<file path="src/rtl/sync_fifo_param_if.sv">
// Handshake and status bundle for sync_fifo_param.
// The FIFO connects through the slave modport and the driver through the master modport.
interface sync_fifo_param_if #(
  parameter int DATA_W = 8,
  parameter int DEPTH  = 16
);
  localparam int CW = $clog2(DEPTH) + 1;

  logic              push;
  logic [DATA_W-1:0] push_data;
  logic              pop;
  logic [DATA_W-1:0] pop_data;
  logic              full;
  logic              empty;
  logic              almost_full;
  logic              almost_empty;
  logic [CW-1:0]     count;
  logic              overflow;
  logic              underflow;
  logic              err_clr;

  modport slave (
    input  push, push_data, pop, err_clr,
    output pop_data, full, empty, almost_full, almost_empty, count,
           overflow, underflow
  );

  modport master (
    output push, push_data, pop, err_clr,
    input  pop_data, full, empty, almost_full, almost_empty, count,
           overflow, underflow
  );
endinterface

</file>
<file path="src/rtl/sync_fifo_param.sv">
// Single-clock show-ahead FIFO with registered occupancy flags.
// Sticky overflow/underflow flags exist only when SYNC_FIFO_ERR_FLAGS_EN is defined.
module sync_fifo_param #(
  parameter int DATA_W   = 8,
  parameter int DEPTH    = 16,
  parameter int AF_LEVEL = 14,
  parameter int AE_LEVEL = 2
) (
  input  logic               clk,
  input  logic               rst,
  sync_fifo_param_if.slave   fif
);
  localparam int AW = $clog2(DEPTH);
  localparam int CW = AW + 1;

  logic [DATA_W-1:0] mem_q [DEPTH];
  logic [AW-1:0]     wptr_q, wptr_d;
  logic [AW-1:0]     rptr_q, rptr_d;
  logic [CW-1:0]     count_q, count_d;
  logic              full_q, full_d;
  logic              empty_q, empty_d;
  logic              afull_q, afull_d;
  logic              aempty_q, aempty_d;
  logic              wr_en, rd_en;

  // Full/empty gate the requests, so simultaneous push+pop at the extremes
  // naturally degenerates to the single legal operation.
  always_comb begin
    wr_en    = fif.push && !full_q;
    rd_en    = fif.pop  && !empty_q;
    wptr_d   = wr_en ? wptr_q + AW'(1) : wptr_q;
    rptr_d   = rd_en ? rptr_q + AW'(1) : rptr_q;
    count_d  = count_q + CW'(wr_en) - CW'(rd_en);
    full_d   = (count_d == CW'(DEPTH));
    empty_d  = (count_d == '0);
    afull_d  = (count_d >= CW'(AF_LEVEL));
    aempty_d = (count_d <= CW'(AE_LEVEL));
  end

  always_ff @(posedge clk or negedge rst) begin
    if (!rst) begin
      wptr_q   <= '0;
      rptr_q   <= '0;
      count_q  <= '0;
      full_q   <= 1'b0;
      empty_q  <= 1'b1;
      afull_q  <= 1'b0;
      aempty_q <= 1'b1;
    end else begin
      wptr_q   <= wptr_d;
      rptr_q   <= rptr_d;
      count_q  <= count_d;
      full_q   <= full_d;
      empty_q  <= empty_d;
      afull_q  <= afull_d;
      aempty_q <= aempty_d;
    end
  end

  // Storage is deliberately left out of reset.
  always_ff @(posedge clk) begin
    if (wr_en) mem_q[wptr_q] <= fif.push_data;
  end

  assign fif.pop_data     = mem_q[rptr_q];
  assign fif.count        = count_q;
  assign fif.full         = full_q;
  assign fif.empty        = empty_q;
  assign fif.almost_full  = afull_q;
  assign fif.almost_empty = aempty_q;

`ifdef SYNC_FIFO_ERR_FLAGS_EN
  logic ovf_q, udf_q;

  always_ff @(posedge clk or negedge rst) begin
    if (!rst) begin
      ovf_q <= 1'b0;
      udf_q <= 1'b0;
    end else begin
      if (fif.push && full_q && !fif.pop) ovf_q <= 1'b1;
      else if (fif.err_clr)               ovf_q <= 1'b0;
      if (fif.pop && empty_q && !fif.push) udf_q <= 1'b1;
      else if (fif.err_clr)                udf_q <= 1'b0;
    end
  end

  assign fif.overflow  = ovf_q;
  assign fif.underflow = udf_q;
`else
  logic unused_err_clr;
  assign unused_err_clr = fif.err_clr;
  assign fif.overflow   = 1'b0;
  assign fif.underflow  = 1'b0;
`endif
endmodule

</file>
<file path="src/flat_wrapper.sv">
// flat-port wrapper written by rule: the top's interface ports become plain ports
module sync_fifo_param_flat 
#(
  parameter int DATA_W   = 8,
  parameter int DEPTH    = 16,
  parameter int AF_LEVEL = 14,
  parameter int AE_LEVEL = 2
)
  (clk, rst, fif_push, fif_push_data, fif_pop, fif_err_clr, fif_pop_data, fif_full, fif_empty, fif_almost_full, fif_almost_empty, fif_count, fif_overflow, fif_underflow);
  sync_fifo_param_if #(.DATA_W(DATA_W), .DEPTH(DEPTH)) fif_i ();
  input  logic clk;
  input  logic rst;
  input wire logic [$bits(fif_i.push)-1:0] fif_push;
  input wire logic [$bits(fif_i.push_data)-1:0] fif_push_data;
  input wire logic [$bits(fif_i.pop)-1:0] fif_pop;
  input wire logic [$bits(fif_i.err_clr)-1:0] fif_err_clr;
  output wire logic [$bits(fif_i.pop_data)-1:0] fif_pop_data;
  output wire logic [$bits(fif_i.full)-1:0] fif_full;
  output wire logic [$bits(fif_i.empty)-1:0] fif_empty;
  output wire logic [$bits(fif_i.almost_full)-1:0] fif_almost_full;
  output wire logic [$bits(fif_i.almost_empty)-1:0] fif_almost_empty;
  output wire logic [$bits(fif_i.count)-1:0] fif_count;
  output wire logic [$bits(fif_i.overflow)-1:0] fif_overflow;
  output wire logic [$bits(fif_i.underflow)-1:0] fif_underflow;
  assign fif_i.push = fif_push;
  assign fif_i.push_data = fif_push_data;
  assign fif_i.pop = fif_pop;
  assign fif_i.err_clr = fif_err_clr;
  assign fif_pop_data = fif_i.pop_data;
  assign fif_full = fif_i.full;
  assign fif_empty = fif_i.empty;
  assign fif_almost_full = fif_i.almost_full;
  assign fif_almost_empty = fif_i.almost_empty;
  assign fif_count = fif_i.count;
  assign fif_overflow = fif_i.overflow;
  assign fif_underflow = fif_i.underflow;
  sync_fifo_param #(.DATA_W(DATA_W), .DEPTH(DEPTH), .AF_LEVEL(AF_LEVEL), .AE_LEVEL(AE_LEVEL)) u_core (.clk(clk), .rst(rst), .fif(fif_i));
endmodule
</file>
<file path="config.mk">
export PLATFORM = sky130hd
export DESIGN_NAME = sync_fifo_param_flat
export DESIGN_NICKNAME = d
export VERILOG_FILES = /design/src/rtl/sync_fifo_param_if.sv /design/src/rtl/sync_fifo_param.sv /design/src/flat_wrapper.sv
export SDC_FILE = /design/constraint.sdc
export NUM_CORES = 1
export LEC_CHECK = 0
export CORE_ASPECT_RATIO = 0.6
export CORE_MARGIN = 2
export CORE_UTILIZATION = 40
export CTS_BUF_LIST = sky130_fd_sc_hd__clkbuf_8
export DETAILED_ROUTE_END_ITERATION = 16
export PLACE_DENSITY = 0.57
export SYNTH_ARGS = -nofsm -noshare
export SYNTH_HDL_FRONTEND = slang
export SYNTH_SLANG_ARGS = --single-unit
</file>
<file path="constraint.sdc">
create_clock -name clk -period 7.3 [get_ports clk]
set_clock_uncertainty 0.15 [all_clocks]
set_input_delay 0.73 -clock clk [delete_from_list [all_inputs] [get_ports clk]]
set_output_delay 0.73 -clock clk [all_outputs]
set_load 0.01 [all_outputs]
</file>
==> results of run 1 <==
==> path summary, 6_finish.rpt <==
kind / start / end / cells past startpoint
setup / recovery: u_core.rptr_q[1] / fif_pop_data[3] / 5
hold / removal: u_core.wptr_q[3] / u_core.wptr_q[3] / 1
setup reg to reg: u_core.fif.full / u_core.fif.full / 5
hold reg to reg: u_core.wptr_q[3] / u_core.wptr_q[3] / 1
max in group asynchronous: rst / u_core.rptr_q[0] / 1
min in group asynchronous: rst / u_core.wptr_q[2] / 1
==> through the flow <==
stage / hold slack (ps) / instances / utilization, % / setup slack [ps]
2_1_floorplan: 284 / 324 / - / 4400
5_1_grt: 439 / 566 / 46.2 / 2740
3_3_place_gp: 383 / 534 / 43.8 / 3430
4_1_cts: 420 / 566 / 46.2 / 2920
3_5_place_dp: 408 / 534 / 43.8 / 3400
6_report: 413 / 566 / 46.2 / 2970
==> critical path, delay by kind of cell (launching register included) <==
family / cells / cell delay [ps]
compound gates: 2 / 610
buf+inv: 1 / 480
flops: 1 / 920
simple gates: 2 / 1010
==> routing by layer <==
| metal | track usage (%) | vias up | share of wire (%) |
|---|---|---|---|
| met2 | 22.6 | 74 | 43 |
| li1 | - | 1336 | - |
| met5 | 0 | - | 0 |
| met4 | 4.42 | 0 | 0.62 |
| met1 | 25.9 | 1531 | 51 |
| met3 | 3.62 | 4 | 4.8 |
==> kinds of logic after synthesis <==
family / share of synthesized area (%)
xor+xnor: 1.47
flops: 71.6
fa+ha+maj: 2.43
mux: 11.6
other cells: 0.0629
simple gates: 3.80
buf+inv: 2.98
compound gates: 6.04
==> flip-flops by register name, summed over array words and instances, names as in the netlist <==
name / count
u_core.fif.empty: 1
u_core.mem_q: 128
u_core.rptr_q: 4
u_core.fif.almost_full: 1
u_core.fif.full: 1
u_core.wptr_q: 4
u_core.fif.count: 5
u_core.fif.almost_empty: 1
==> cells in the final DEF (no fill, tap or decap), types with 5 or more instances in the layout <==
| cell type | count |
|---|---|
| sky130_fd_sc_hd__clkbuf_8 | 17 |
| sky130_fd_sc_hd__a22oi_1 | 8 |
| sky130_fd_sc_hd__inv_1 | 10 |
| sky130_fd_sc_hd__inv_6 | 5 |
| sky130_fd_sc_hd__edfxtp_1 | 128 |
| sky130_fd_sc_hd__xnor2_1 | 8 |
| sky130_fd_sc_hd__a221oi_1 | 6 |
| sky130_fd_sc_hd__ha_1 | 10 |
| sky130_fd_sc_hd__nand2_1 | 12 |
| sky130_fd_sc_hd__a221oi_2 | 10 |
| sky130_fd_sc_hd__and2_1 | 17 |
| sky130_fd_sc_hd__dfrtp_1 | 14 |
| sky130_fd_sc_hd__clkdlybuf4s50_1 | 28 |
| sky130_fd_sc_hd__mux4_2 | 16 |
| sky130_fd_sc_hd__o21ai_0 | 9 |
| sky130_fd_sc_hd__mux2i_1 | 32 |
==> cell type report <==
class | count | area share, %
flip-flops and latches | 145 | 63.5
clock inverters | 15 | 1.86
well taps | 198 | 3.68
repair buffers | 30 | 4.39
multi-input cells | 152 | 22.6
clock buffers | 17 | 3.48
inverters | 9 | 0.502
==> where the power goes <==
group          total [mW]  switching (mW)  internal (mW)  leakage, nW
logic                1.08           0.596          0.481        0.793
clock network       0.572           0.327          0.245        0.183
registers            1.12          0.0876           1.03         1.35
total                2.77            1.01           1.76         2.33
==> metrics.log, run 1 <==
INFO  metric finalHoldViolCount = 0
INFO  metric grt_setup_unrepaired = false
INFO  metric final_cell_area = 0.00673 sq mm
INFO  metric critical-path-slowest-cell = sky130_fd_sc_hd__dfrtp_1
INFO  metric outcome = completed
INFO  metric setup_viol = 0
INFO  metric dpl-instance-area = 0.00637 sq mm
INFO  metric area.growth.synth_to_final = 12.8%
INFO  metric ys_seq_elements = 145
INFO  metric leakagePower = 2.33 nW
INFO  metric cts_resized = 0
INFO  metric cts_post_setup_buffers_inserted = 0
INFO  metric timing.critical_path.to_type = primary output
INFO  metric final_min_period_over_clock_period = 59.3%
INFO  metric post_drt_wl_per_cell = 21.8 microns
INFO  metric core_region_area = 0.0145 sq mm
INFO  metric crit_chain = and2_1 -> a221oi_1 -> o21ai_0 -> nand2_1 -> clkdlybuf4s50_1
INFO  metric maxCapViolations = 0
INFO  metric setup.worst_path.class = reg -> out
INFO  metric drive_above_1_share = 17.9%
INFO  metric syn_inst = 323
INFO  metric synth_cell_type_count = 37
INFO  metric ant_nets = 0
INFO  metric root_buffer = sky130_fd_sc_hd__clkbuf_8
INFO  metric worstPathRequired = 6420 ps
INFO  metric power.ir.vdd_worst = 0.121 mV
INFO  metric die_y = 98.6 microns
INFO  metric seq_area = 0.00427 sq mm
INFO  metric floorplan.io_pins = 32
INFO  metric gr-usage-all-layers = 16.3%
INFO  metric synth-edff-count = 128
INFO  metric timing.hold.worst.class = reg -> reg
INFO  metric crit_path_max_incr_delay = 920 ps
INFO  metric antenna-diode-count = 0
INFO  metric fill_cells = 1292
INFO  metric globalRouteOverflowTotal = 0
INFO  metric synth_sequential_area_ratio = 71.6%
INFO  metric grt_start_max_net_pins = 52
INFO  metric start_util = 41.0%
INFO  metric worstSetupStartpointType = flop
INFO  metric viasPerCell = 5.20
INFO  metric rows = 34
INFO  metric cts_max_level = 4
INFO  metric grt_pass1_wl = 18400 microns
INFO  metric power = 2.77 mW
INFO  metric yosysWarnings = 0
INFO  metric maxSlewViolCount = 0
INFO  metric list_of_most_frequent_post_synthesis_cells = sky130_fd_sc_hd__edfxtp_1 (128), sky130_fd_sc_hd__mux2i_1 (32), sky130_fd_sc_hd__and2_1 (17)
INFO  metric min_period = 4330 ps
INFO  metric port_buffers = 28
INFO  metric power_density = 411 mW/mm^2
INFO  metric synthDominantCellAreaShare = 64.4%
INFO  metric first_iter_violations = 176
INFO  metric leading_area_contributor_after_synthesis = sky130_fd_sc_hd__edfxtp_1
INFO  metric drtPass1Iterations = 5
INFO  metric routed_wirelength = 12300 microns
INFO  metric drcViolationCount = 0
INFO  metric syn_area_per_cell = 18.5 sq um
INFO  metric yosys.cell_count.top_type = sky130_fd_sc_hd__edfxtp_1
INFO  metric asyncSetResetFlopFracSynth = 11.7%
INFO  metric die_area = 0.0159 sq mm
INFO  metric grt_pass1_vias = 2961
INFO  metric maxClockFrequency = 231 MHz
INFO  metric chipWidth = 162 microns
INFO  metric gp_congestion = 0.757
INFO  metric rrSetupSlack = 4550 ps
INFO  metric vias = 2945
INFO  metric path_max_fanout = 20
INFO  metric synth.cell_area = 0.00596 sq mm
INFO  metric dp_hpwl = 7800 microns
INFO  metric multi_input_area = 0.00152 sq mm
INFO  metric timing_worst_slew_pin_value = 1030 ps
INFO  metric final_net_count = 379
INFO  metric totalNegativeSetupSlack = 0 ps
INFO  metric flip_flop_cell_with_the_highest_count_after_synthesis = sky130_fd_sc_hd__edfxtp_1
INFO  metric numClockSinks = 145
INFO  metric cts.clk_slew.worst_paths = 90 ps
INFO  metric slew_headroom = 31.4%
INFO  metric cts.path.max_buffers = 2
INFO  metric postCtsHoldBufs = 0
INFO  metric timing.critical_path.arrival = 3450 ps
INFO  metric antenna_found_initial = 0
INFO  metric worstSkewPairLatency = 420 ps
INFO  metric cts_buffers = 17
INFO  metric synth.top_cells.by_area = sky130_fd_sc_hd__edfxtp_1 (64%), sky130_fd_sc_hd__dfrtp_1 (6.3%), sky130_fd_sc_hd__mux4_2 (6.0%)
INFO  metric cts_tree = yes
Power figures use the tool's default switching activity.
==> run 2, diff against run 1 <==
Settings changed: PLACE_DENSITY 0.57 to 0.59.
Clock period 7.3 ns to 3.95 ns, I/O delays scaled along.
==> run 2 against run 1 <==
Against the previous run: critical path depth is 2 higher; via count is 0.68% lower; setup slack got worse by 2500 ps; clock power is 120% higher; global-route usage decreased by 0.32 points; register-to-register slack worse by 3300 ps; routed wire length fell by 6.2%; cell area increased by 1.4%; non-clock buffer count grew 3; worst hold slack got worse by 150 ps; clock-buffer cell count did not move; largest cell class unchanged; highest routed layer unchanged.
==> metrics.log, run 2 (synthesized netlist as in run 1, its figures left out) <==
INFO  metric outcome = completed
INFO  metric setup.worst_path.class = reg -> out
INFO  metric totalNegativeSetupSlack = 0 ps
INFO  metric worstPathRequired = 3400 ps
INFO  metric worstSetupStartpointType = flop
INFO  metric slew_headroom = 45.4%
INFO  metric layout.cells.most_common_list = sky130_fd_sc_hd__edfxtp_1 (128), sky130_fd_sc_hd__mux2i_1 (32), sky130_fd_sc_hd__clkdlybuf4s50_1 (28)
INFO  metric finalHoldViolCount = 0
INFO  metric worstSkewPairLatency = 450 ps
INFO  metric chipWidth = 162 microns
INFO  metric antenna-diode-count = 0
INFO  metric path_max_fanout = 19
INFO  metric timing.critical_path.to_type = primary output
INFO  metric ant_nets = 0
INFO  metric gr-usage-all-layers = 16.0%
INFO  metric viasPerCell = 5.14
INFO  metric numClockSinks = 145
INFO  metric routed_wirelength = 11600 microns
INFO  metric numPlacedInstances = 537
INFO  metric min_period = 3500 ps
INFO  metric drive_above_1_share = 19.1%
INFO  metric antenna_found_initial = 0
INFO  metric final_min_period_over_clock_period = 88.5%
INFO  metric timing.critical_path.arrival = 2950 ps
INFO  metric cts_post_setup_buffers_inserted = 0
INFO  metric maxCapViolations = 0
INFO  metric hold_ws = 262 ps
INFO  metric floorplan.io_pins = 32
INFO  metric root_buffer = sky130_fd_sc_hd__clkbuf_8
INFO  metric largest_register_ffs = 128
INFO  metric grt_pass1_wl = 18100 microns
INFO  metric timing.hold.worst.class = in -> async
INFO  metric gp_congestion = 0.755
INFO  metric post_drt_wl_per_cell = 20.3 microns
INFO  metric cts.clk_slew.worst_paths = 80 ps
INFO  metric grt_start_max_net_pins = 52
INFO  metric power.ir.vdd_worst = 0.266 mV
INFO  metric cts_tree = yes
INFO  metric vias = 2925
INFO  metric leakagePower = 2.37 nW
INFO  metric fill_cells = 1241
INFO  metric seq_area = 0.00427 sq mm
INFO  metric globalRouteOverflowTotal = 0
INFO  metric die_area = 0.0159 sq mm
INFO  metric area.growth.synth_to_final = 14.4%
INFO  metric power_density = 770 mW/mm^2
INFO  metric layout_commonest_cell = sky130_fd_sc_hd__edfxtp_1
INFO  metric grt_setup_unrepaired = false
INFO  metric dp_hpwl = 7650 microns
INFO  metric rows = 34
INFO  metric final_core_utilization = 46.9%
INFO  metric setup_viol = 0
INFO  metric beginning_of_the_worst_register_to_register_path = u_core.fif.empty
INFO  metric die_y = 98.6 microns
INFO  metric timing_worst_slew_pin_value = 816 ps
INFO  metric drcViolationCount = 0
INFO  metric multi_input_area = 0.00152 sq mm
INFO  metric start_util = 41.0%
INFO  metric maxClockFrequency = 286 MHz
INFO  metric cts.path.max_buffers = 2
INFO  metric first_iter_violations = 227
INFO  metric layout_setup_ws = 455 ps
INFO  metric final_net_count = 382
INFO  metric preCtsSetupSlack = 677 ps
INFO  metric critical_path.startpoint = u_core.rptr_q[1]
INFO  metric core_region_area = 0.0145 sq mm
INFO  metric final_cells = 569
INFO  metric port_buffers = 28
INFO  metric top_register = u_core.mem_q
INFO  metric cts_buffers = 17
INFO  metric drtPass1Iterations = 4
INFO  metric cts_max_level = 4
INFO  metric grt_pass1_vias = 2953
INFO  metric maxSlewViolCount = 0
==> run 2: repair_timing <==
item / 4_1_cts / 5_1_grt
resized for setup: 0 / 1
hold buffers: 0 / 0
endpoints found under the setup margin: 0 / 2
==> run 2: worst paths after layout <==
kind	endpoint	cells after the start	slack (ps)
worst max-delay path	fif_pop_data[0]	7	450
worst min-delay path	u_core.fif.full	1	260
worst max register to register	u_core.fif.almost_empty	9	1280
worst min register to register	u_core.wptr_q[3]	1	400
max in group asynchronous	u_core.rptr_q[0]	1	2830
min in group clk	u_core.wptr_q[3]	1	400
==> run 2: final cells by class <==
type,count,area share [%]
inverter,9,0.495
sequential,145,62.6
clock buffer,17,3.43
timing repair buffer,33,4.84
clock inverter,15,2.70
tap,198,3.63
multi-input combinational,152,22.3
==> run 2: worst max-delay path, cell delays in order (launching register included) <==
cell                              delay (ps)
sky130_fd_sc_hd__dfrtp_1                 390
sky130_fd_sc_hd__buf_4                   240
sky130_fd_sc_hd__and2_1                  340
sky130_fd_sc_hd__buf_4                   260
sky130_fd_sc_hd__a221oi_1                460
sky130_fd_sc_hd__o21ai_0                 170
sky130_fd_sc_hd__nand2_1                 100
sky130_fd_sc_hd__clkdlybuf4s50_1         530
==> run 2: metrics by stage <==
stage | cell area, sq um | power [mW]
final | 6820 | 5.26
after global routing | 6820 | 5.56
after CTS | 6820 | 5.30
after detailed placement | 6400 | 4.08
after global placement | 6400 | 4.05
after floorplan | 5970 | 3.44
==> run 2: layer usage <==
metal,GRT usage (%),vias up,part of all wire (%)
met4,4.15,0,0.82
met3,5.56,11,4.7
met2,22.0,63,43
li1,-,1341,-
met5,0,-,0
met1,24.3,1510,51
==> run 2: power by group <==
group	internal, mW	leakage [nW]	total [mW]	switching (mW)
combinational	0.911	0.814	1.99	1.08
clock	0.632	0.203	1.23	0.595
sequential	1.91	1.35	2.04	0.129
